--- src/rtl/crc24_pkg.sv ---
// Shared constants and the byte-wide CRC-24 step used by the receive-side checker.
// The polynomial is given without the implicit x^24 term.
package crc24_pkg;

    localparam logic [23:0] CRC24_POLY = 24'h864CFB;
    localparam logic [23:0] CRC24_INIT = 24'h000000;

    typedef logic [1:0] fill_t;

    // Holdback depth equals the CRC length in bytes; at this fill the buffer streams.
    localparam fill_t FILL_FULL = 2'd3;

    // MSB-first: the data byte enters at the top of the register, one bit per iteration.
    function automatic logic [23:0] crc24_byte(
        input logic [23:0] crc,
        input logic [7:0]  data,
        input logic [23:0] poly = CRC24_POLY
    );
        logic [23:0] c;
        c = crc ^ {data, 16'h0000};
        for (int i = 0; i < 8; i++) begin
            c = c[23] ? ({c[22:0], 1'b0} ^ poly) : {c[22:0], 1'b0};
        end
        return c;
    endfunction

endpackage

--- src/rtl/crc24_holdback.sv ---
// Three-byte delay line that hides the trailing CRC bytes, plus the registered
// AXI-Stream output stage. fill_o is the FILL/STREAM state (STREAM when full).
module crc24_holdback
    import crc24_pkg::*;
(
    input  logic       clk,
    input  logic       reset_n,
    input  logic [7:0] s_tdata_i,
    input  logic       s_tvalid_i,
    input  logic       s_tlast_i,
    output logic       s_tready_o,
    output logic [7:0] m_tdata_o,
    output logic       m_tvalid_o,
    output logic       m_tlast_o,
    input  logic       m_tready_i,
    output logic       acc_o,
    output fill_t      fill_o
);

    logic [2:0][7:0] hold_q, hold_d;
    fill_t           fill_q, fill_d;
    logic [7:0]      m_tdata_q, m_tdata_d;
    logic            m_tvalid_q, m_tvalid_d;
    logic            m_tlast_q, m_tlast_d;
    logic            acc;
    logic            streaming;

    // Handshake: a byte is accepted when s_tvalid & s_tready; the input is only
    // stalled while the output register holds a beat the sink is refusing.
    assign s_tready_o = !m_tvalid_q || m_tready_i;
    assign acc        = s_tvalid_i && s_tready_o;
    assign streaming  = (fill_q == FILL_FULL);

    always_comb begin
        hold_d     = hold_q;
        fill_d     = fill_q;
        m_tdata_d  = m_tdata_q;
        m_tvalid_d = m_tvalid_q;
        m_tlast_d  = m_tlast_q;

        if (m_tvalid_q && m_tready_i) begin
            m_tvalid_d = 1'b0;
        end

        if (acc) begin
            if (streaming) begin
                m_tdata_d  = hold_q[0];
                m_tvalid_d = 1'b1;
                m_tlast_d  = s_tlast_i;
                hold_d     = {s_tdata_i, hold_q[2], hold_q[1]};
            end else begin
                case (fill_q)
                    2'd0:    hold_d[0] = s_tdata_i;
                    2'd1:    hold_d[1] = s_tdata_i;
                    default: hold_d[2] = s_tdata_i;
                endcase
                fill_d = fill_q + 2'd1;
            end
            // At frame end the held bytes are CRC (or a runt) and are dropped.
            if (s_tlast_i) begin
                fill_d = '0;
            end
        end
    end

    always_ff @(posedge clk or negedge reset_n) begin
        if (!reset_n) begin
            hold_q     <= '0;
            fill_q     <= '0;
            m_tdata_q  <= '0;
            m_tvalid_q <= 1'b0;
            m_tlast_q  <= 1'b0;
        end else begin
            hold_q     <= hold_d;
            fill_q     <= fill_d;
            m_tdata_q  <= m_tdata_d;
            m_tvalid_q <= m_tvalid_d;
            m_tlast_q  <= m_tlast_d;
        end
    end

    assign m_tdata_o  = m_tdata_q;
    assign m_tvalid_o = m_tvalid_q;
    assign m_tlast_o  = m_tlast_q;
    assign acc_o      = acc;
    assign fill_o     = fill_q;

endmodule

--- src/rtl/axis_crc24_check.sv ---
// Receive-side CRC-24 checker: strips the three trailing CRC bytes, forwards the
// payload, and reports a per-frame verdict with saturating frame/error counters.
module axis_crc24_check
    import crc24_pkg::*;
#(
    parameter logic [23:0] POLY  = CRC24_POLY,
    parameter logic [23:0] INIT  = CRC24_INIT,
    parameter int          CNT_W = 16
)(
    input  logic             clk,
    input  logic             reset_n,
    input  logic [7:0]       s_tdata,
    input  logic             s_tvalid,
    output logic             s_tready,
    input  logic             s_tlast,
    output logic [7:0]       m_tdata,
    output logic             m_tvalid,
    input  logic             m_tready,
    output logic             m_tlast,
    output logic             chk_valid,
    output logic             chk_ok,
    output logic             runt_err,
    output logic [CNT_W-1:0] frame_cnt,
    output logic [CNT_W-1:0] err_cnt
);

    logic             acc;
    fill_t            fill;
    logic [23:0]      crc_q, crc_d, crc_next;
    logic             frame_end, runt, frame_ok;
    logic             chk_valid_q, chk_valid_d;
    logic             chk_ok_q, chk_ok_d;
    logic             runt_err_q, runt_err_d;
    logic [CNT_W-1:0] frame_cnt_q, frame_cnt_d;
    logic [CNT_W-1:0] err_cnt_q, err_cnt_d;

    crc24_holdback u_holdback (
        .clk        (clk),
        .reset_n    (reset_n),
        .s_tdata_i  (s_tdata),
        .s_tvalid_i (s_tvalid),
        .s_tlast_i  (s_tlast),
        .s_tready_o (s_tready),
        .m_tdata_o  (m_tdata),
        .m_tvalid_o (m_tvalid),
        .m_tlast_o  (m_tlast),
        .m_tready_i (m_tready),
        .acc_o      (acc),
        .fill_o     (fill)
    );

    // Running the CRC over payload and appended CRC leaves a zero residue on a good frame.
    assign crc_next  = crc24_byte(crc_q, s_tdata, POLY);
    assign frame_end = acc && s_tlast;
    assign runt      = frame_end && (fill != FILL_FULL);
    assign frame_ok  = (crc_next == 24'h000000) && !runt;

    always_comb begin
        crc_d       = crc_q;
        chk_valid_d = frame_end;
        chk_ok_d    = frame_end && frame_ok;
        runt_err_d  = runt;
        frame_cnt_d = frame_cnt_q;
        err_cnt_d   = err_cnt_q;

        if (acc) begin
            crc_d = frame_end ? INIT : crc_next;
        end
        if (frame_end && (frame_cnt_q != '1)) begin
            frame_cnt_d = frame_cnt_q + CNT_W'(1);
        end
        if (frame_end && !frame_ok && (err_cnt_q != '1)) begin
            err_cnt_d = err_cnt_q + CNT_W'(1);
        end
    end

    always_ff @(posedge clk or negedge reset_n) begin
        if (!reset_n) begin
            crc_q       <= INIT;
            chk_valid_q <= 1'b0;
            chk_ok_q    <= 1'b0;
            runt_err_q  <= 1'b0;
            frame_cnt_q <= '0;
            err_cnt_q   <= '0;
        end else begin
            crc_q       <= crc_d;
            chk_valid_q <= chk_valid_d;
            chk_ok_q    <= chk_ok_d;
            runt_err_q  <= runt_err_d;
            frame_cnt_q <= frame_cnt_d;
            err_cnt_q   <= err_cnt_d;
        end
    end

    assign chk_valid = chk_valid_q;
    assign chk_ok    = chk_ok_q;
    assign runt_err  = runt_err_q;
    assign frame_cnt = frame_cnt_q;
    assign err_cnt   = err_cnt_q;

endmodule

--- config.mk ---
export PLATFORM = sky130hd
export DESIGN_NAME = axis_crc24_check
export DESIGN_NICKNAME = d
export VERILOG_FILES = /design/src/rtl/crc24_pkg.sv /design/src/rtl/crc24_holdback.sv /design/src/rtl/axis_crc24_check.sv
export SDC_FILE = /design/constraint.sdc
export NUM_CORES = 1
export LEC_CHECK = 0
export CORE_MARGIN = 3
export CORE_UTILIZATION = 41
export DETAILED_ROUTE_END_ITERATION = 8
export PLACE_DENSITY = 0.73
export SLEW_MARGIN = 15
export SYNTH_ARGS = -nofsm -noshare
export SYNTH_HDL_FRONTEND = slang
export SYNTH_SLANG_ARGS = --single-unit
--- constraint.sdc ---
create_clock -name clk -period 2.8 [get_ports clk]
set_input_delay 0.56 -clock clk [delete_from_list [all_inputs] [get_ports clk]]
set_output_delay 0.56 -clock clk [all_outputs]
set_load 0.01 [all_outputs]
Yosys cells after proc, flatten, opt, wreduce, memory -nomap -nowiden. Cells that the tools add are included.

Register bits: 95. Input bits: 13. Output and inout port bits: 46.

$add $sub $neg: 3. Equality and inequality tests: 7. Muxes and demuxes: 18. Bitwise gates (word level): 9. Reduce and logical (&&, ||, !) cells: 23.

Operators by type and width (count): $mux W24 (10); $not A13 Y13 (8); $add A16 B1 Y16 const B (2); $ne A16 B16 Y1 const B (2); $logic_not A24 Y1 (1); $mux W8 (3); $xor A24 B24 Y24 (1); $reduce_and A2 Y1 (5); $logic_and A1 B1 Y1 (9); $mux W2 (2); $ne A2 B2 Y1 const B (2); $reduce_bool A2 Y1 (2); $logic_not A1 Y1 (3); $mux W1 (3); $add A2 B1 Y2 const B (1); $eq A2 B1 Y1 const B (1); $eq A2 B2 Y1 const B (1); $logic_not A2 Y1 (1); $ne A2 B1 Y1 const B (1); $reduce_or A2 Y1 (1); $logic_or A1 B1 Y1 (1).

Logic depth before layout (Yosys ltp).
Word-level depth: 22. Depth in mapped cells: 9.

Hierarchy. Synthesis repeated with hierarchy kept, for this count alone.

Cell total of the unflattened synthesis: 452. Area total of the unflattened synthesis: 5198.7 um^2.

Modules (own cells, without submodules): axis_crc24_check (times used 1, cells an instance 339, area each 3480.8 um^2, sequential area each 1476.4 um^2); crc24_holdback (times used 1, cells an instance 113, area each 1717.9 um^2, sequential area each 900.9 um^2).

Least setup slack after synthesis. OpenSTA, ideal clock, no wires.

Path type: input -> register. From: input port s_tdata[1]. To: register err_cnt_q[12] (netlist: err_cnt[12]). Arrival time: 3016 ps. Slack: -343 ps. Stages on the path: 8. Path buffers: 0. Path through: xnor2_1 xnor2_4 xnor3_2 xnor2_4 mux2i_1 nor4_4 nor4_1 mux2_1.

Longest elaborated chain between the ends: 17.

RTL lines: start: declaration (line axis_crc24_check.sv:12) `input logic [7:0] s_tdata,`; $xor A24 B24 Y24 * (line crc24_pkg.sv:20) `c = crc ^ {data, 16'h0000};`; $not A13 Y13 (no line); $mux W24 * (5 in a row) (line crc24_pkg.sv:22) `c = c[23] ? ({c[22:0], 1'b0} ^ poly) : {c[22:0], 1'b0};`; $not A13 Y13 (no line); $mux W24 * (2 in a row) (line crc24_pkg.sv:22); $not A13 Y13 (no line); $mux W24 * (line crc24_pkg.sv:22); $logic_not A24 Y1 * (line axis_crc24_check.sv:56) `assign frame_ok = (crc_next == 24'h000000) && !runt;`; $logic_and A1 B1 Y1 * (line axis_crc24_check.sv:56); $logic_not A1 Y1 * (line axis_crc24_check.sv:72) `if (frame_end && !frame_ok && (err_cnt_q != '1)) begin`; $logic_and A1 B1 Y1 * (2 in a row) (line axis_crc24_check.sv:72); end signal: assignment (line axis_crc24_check.sv:91) `err_cnt_q <= err_cnt_d;`; end: declaration (line axis_crc24_check.sv:35) `logic [CNT_W-1:0] err_cnt_q, err_cnt_d;`.

Every way passes the cells marked *; elsewhere a longest branch is shown, timed or not. A chain may end at the register's enable or synchronous reset.

Worst setup path in the final report.
From: input port s_tdata[6]. To: register err_cnt_q[1] (netlist: err_cnt[1]).

Longest elaborated chain between the ends: 20. Elaborated cells between the ends (all ways): 21. Classes of those cells: mux: 8; bitwise: 8; reduce/logical: 5.

RTL lines (line): $xor A24 B24 Y24 * (crc24_pkg.sv:20); $not A13 Y13 (no line); $mux W24 * (2 in a row) (crc24_pkg.sv:22); $not A13 Y13 (no line) / $mux W24 (equally long branches); $mux W24 * (2 in a row) (crc24_pkg.sv:22); $not A13 Y13 (no line); $mux W24 * (crc24_pkg.sv:22); $not A13 Y13 (no line); $mux W24 * (crc24_pkg.sv:22); $not A13 Y13 (no line); $mux W24 * (crc24_pkg.sv:22); $not A13 Y13 (no line); $mux W24 * (crc24_pkg.sv:22); $logic_not A24 Y1 * (axis_crc24_check.sv:56); $logic_and A1 B1 Y1 * (axis_crc24_check.sv:56); $logic_not A1 Y1 * (axis_crc24_check.sv:72); $logic_and A1 B1 Y1 * (2 in a row) (axis_crc24_check.sv:72).

Marks and branches as above.

==> flow_summary_export.csv <==
group,metric,value,unit
run_status,outcome,"finished with violations",
run_status,violations,"setup timing",
sta,finalCritPeriodShare,1.01,
critical_path,worst-path-max-fanout,6,
clock_network,cts_sinks,95,
routing,wire_per_inst,17.3,um
routing,viasPerCell,5.39,
floorplan,die-area,13500,um^2
global_routing,grt_start_max_net_pins,54,
logic_synthesis,synth-warning-count,0,
sta,maxSlewViolCount,0,
floorplan,start_util,0.427,
logic_synthesis,synthCells,456,
routing,vias,3982,
critical_path,crit_path_top_delay_cell,"or4_4",
logic_synthesis,synth.most_common_cell,"dfrtp_1",
global_routing,grt_pass1_wl,20900,um
clock_network,clock_latency,0.34,ns
global_routing,antenna_found_initial,0,
clock_network,clk_pin_slew,0.06,ns
placement,placed_cells,705,
logic_synthesis,ys_top_cells_by_count,"95 x dfrtp_1, 45 x xnor2_1, 44 x nand2_1, 28 x xor2_1, 23 x nor2_1",
global_routing,grtUsageTotal,0.197,
pwr,p_total,8760,uW
logic_synthesis,yosys_register_bits,95,
routing,wirelength,12800,um
logic_synthesis,synthFlopType,"dfrtp_1",
logic_synthesis,syn_area_per_cell,10.9,um^2
floorplan,dieHeight,116,um
sta,clock.fmax,0.352,GHz
logic_synthesis,synth_cell_types,50,
critical_path,crit_buf_inv,3,
pwr,static-leakage-power,0.00304,uW
logic_synthesis,netlist_area,4980,um^2
clock_network,htree_levels,3,
layout,nNetsFinal,609,
critical_path,critPathLaunchType,"primary input",
job,cap_violations,0,
layout,syn_to_final_growth,39.3,%
routing,firstDrtPassIters,4,
sta,final.setup.worst_slack,-0.0371,ns
floorplan,die_x,116,um
logic_synthesis,yosys.area.top_type,"dfrtp_1",
clock_network,clock_path_buffers,2,
clock_network,clock-root-buffer,"clkbuf_16",
placement,io_buffer_count,58,
critical_path,cpLargestDelayFamily,"simple AND/OR/NAND/NOR gates",
clock_network,cts_made_buffers,9,
logic_synthesis,yosysTopAreaCellShare,0.478,
global_routing,grt_pass1_vias,4190,
sta,setup_viol,13,
critical_path,max_stage_delay,0.45,ns
sta,rsz0062_at_grt,"true",
placement,hpwl,8810,um
sta,setup_tns,-0.190,ns
pwr,vdd_drop_max,0.000647,V
sta,skew,0.00492,ns
routing,ant_nets,0,
layout,stdcell_count,739,
logic_synthesis,synth_edf_count,0,
logic_synthesis,syn_nets,474,
critical_path,critPathCaptureType,"register",
placement,gp_congestion,0.962,
layout,fill_cells,930,
logic_synthesis,synth_area_leaders,"dfrtp_1 48%, xnor2_1 7.9%, xor2_1 4.9%",
sta,max-slew-margin-rel,0.586,
clock_network,cts_tree,"built",
routing,drt_iter0_markers,216,
logic_synthesis,synth-seq-area-share,0.478,
critical_path,required,3.02,ns
sta,finalHoldViolCount,0,
pwr,cellPowerDensity,1260,nW/um^2
layout,n_antenna_cell,0,
critical_path,worstSetupPathType,"in2reg",
logic_synthesis,async_flop_share,1.00,
global_routing,grt_remaining_overflow,0,
critical_path,arrival,3.06,ns
floorplan,pin_count,59,
sta,fin_hold_ws,0.212,ns
floorplan,rows,39,
sta,period_minus_slack,2.84,ns
min_path,min_path_type,"in2async",
routing,drc,0,
critical_path,crit_chain,"clkdlybuf4s15_2 > xnor2_4 > buf_4 > xnor2_2 > a221oi_1 > a21oi_1 > or4_4 > nor4_4 > buf_6 > nor2_4 > mux2_4",
layout,drive_gt1_frac,0.292,
sta,worstMarginPinSlew,0.615,ns
floorplan,core,11700,um^2
layer usage:
metal / global-route usage / routed length (um)
met5: 0 / 0
met4: 0.0541 / 231
met3: 0.0497 / 796
met1: 0.268 / 5760
met2: 0.314 / 6000
logic make-up (layout without fill, tap and decap cells):
logic type / count (synthesis) / count (layout) / synth area share
AOI/OAI and AO/OA: 82 / 82 / 0.104
DFF: 95 / 95 / 0.478
adders and majority gates: 5 / 5 / 0.0126
and+or+nand+nor: 129 / 129 / 0.126
xor gates and xnor gates: 88 / 88 / 0.192
muxes: 31 / 31 / 0.0674
buffers and inverters: 26 / 166 / 0.0204
area by class of cell:
cell class / instances / area [um^2] / area share
Clock inverter: 4 / 28.8 / 0.00415
Sequential cell: 95 / 2380 / 0.343
Tap cell: 143 / 179 / 0.0258
Timing Repair Buffer: 140 / 1260 / 0.182
Inverter: 10 / 37.5 / 0.00541
Multi-Input combinational cell: 335 / 2800 / 0.404
Clock buffer: 12 / 246 / 0.0355
per-stage QoR:
| step | utilization | cell area [um^2] | setup WS [ns] |
|---|---|---|---|
| after floorplan | - | 5060 | -0.0934 |
| after global placement | 0.538 | 6270 | -0.772 |
| after detailed placement | 0.538 | 6270 | -0.838 |
| after CTS | 0.578 | 6750 | -0.0747 |
| after global routing | 0.595 | 6940 | -0.0970 |
| final | 0.595 | 6940 | -0.0371 |
flip-flops by register name, indices dropped and copies added (netlist names):
| register | flops |
|---|---|
| crc_q | 24 |
| u_holdback.hold_q | 24 |
| err_cnt | 16 |
| frame_cnt | 16 |
| u_holdback.m_tdata_o | 8 |
| u_holdback.fill_o | 2 |
| chk_ok | 1 |
| chk_valid | 1 |
| runt_err | 1 |
| u_holdback.m_tlast_o | 1 |
| u_holdback.m_tvalid_o | 1 |
path summary, 6_finish.rpt:
check,from,to,slack [ns],cells past startpoint
max reg2reg,crc_q[22]$_DFFE_PN0P_,err_cnt[1]$_DFFE_PN0P_,0.01,10
min,reset_n,err_cnt[4]$_DFFE_PN0P_,0.21,1
max,s_tdata[6],err_cnt[1]$_DFFE_PN0P_,-0.04,11
max in group asynchronous,reset_n,crc_q[20]$_DFFE_PN0P_,1.88,2
min reg2reg,frame_cnt[4]$_DFFE_PN0P_,frame_cnt[4]$_DFFE_PN0P_,0.50,1
min in group clk,frame_cnt[4]$_DFFE_PN0P_,frame_cnt[4]$_DFFE_PN0P_,0.50,1
cell usage in the layout (no fill, tap or decap), types with 4 or more instances in the layout:
master	synthesis	final
and3_1	8	7
a21oi_1	20	20
xor2_2	2	4
mux2i_1	11	10
nor3_1	15	5
nand4_1	4	4
xnor2_4	2	7
xnor2_2	4	7
o211ai_1	5	5
nand2b_1	4	4
nand2_1	44	44
buf_6	0	9
and2_1	5	5
buf_4	1	71
nor3_2	0	7
o21ai_0	17	17
o22ai_1	19	19
nor2_1	23	22
clkbuf_16	0	10
clkbuf_2	0	4
a22o_1	7	7
clkdlybuf4s50_1	0	49
mux2_2	17	17
dfrtp_1	95	92
inv_1	10	10
xnor2_1	45	37
nand3_1	14	14
xor2_1	28	25
ha_1	5	5
where the power goes:
part	internal, uW	switching, uW	leakage [uW]	total [uW]
logic	3040	2270	0.00171	5310
registers	1850	446	0.00120	2300
clock network	629	520	0.000129	1150
what timing repair did:
action / CTS / global route
setup buffers: 9 / 10
pin swaps: 18 / 24
hold buffers: 0 / 0
gates cloned: 0 / 1
setup endpoints to repair: 20 / 19
gates resized for setup: 43 / 34
Note: power is estimated with default switching activity, not from simulation.
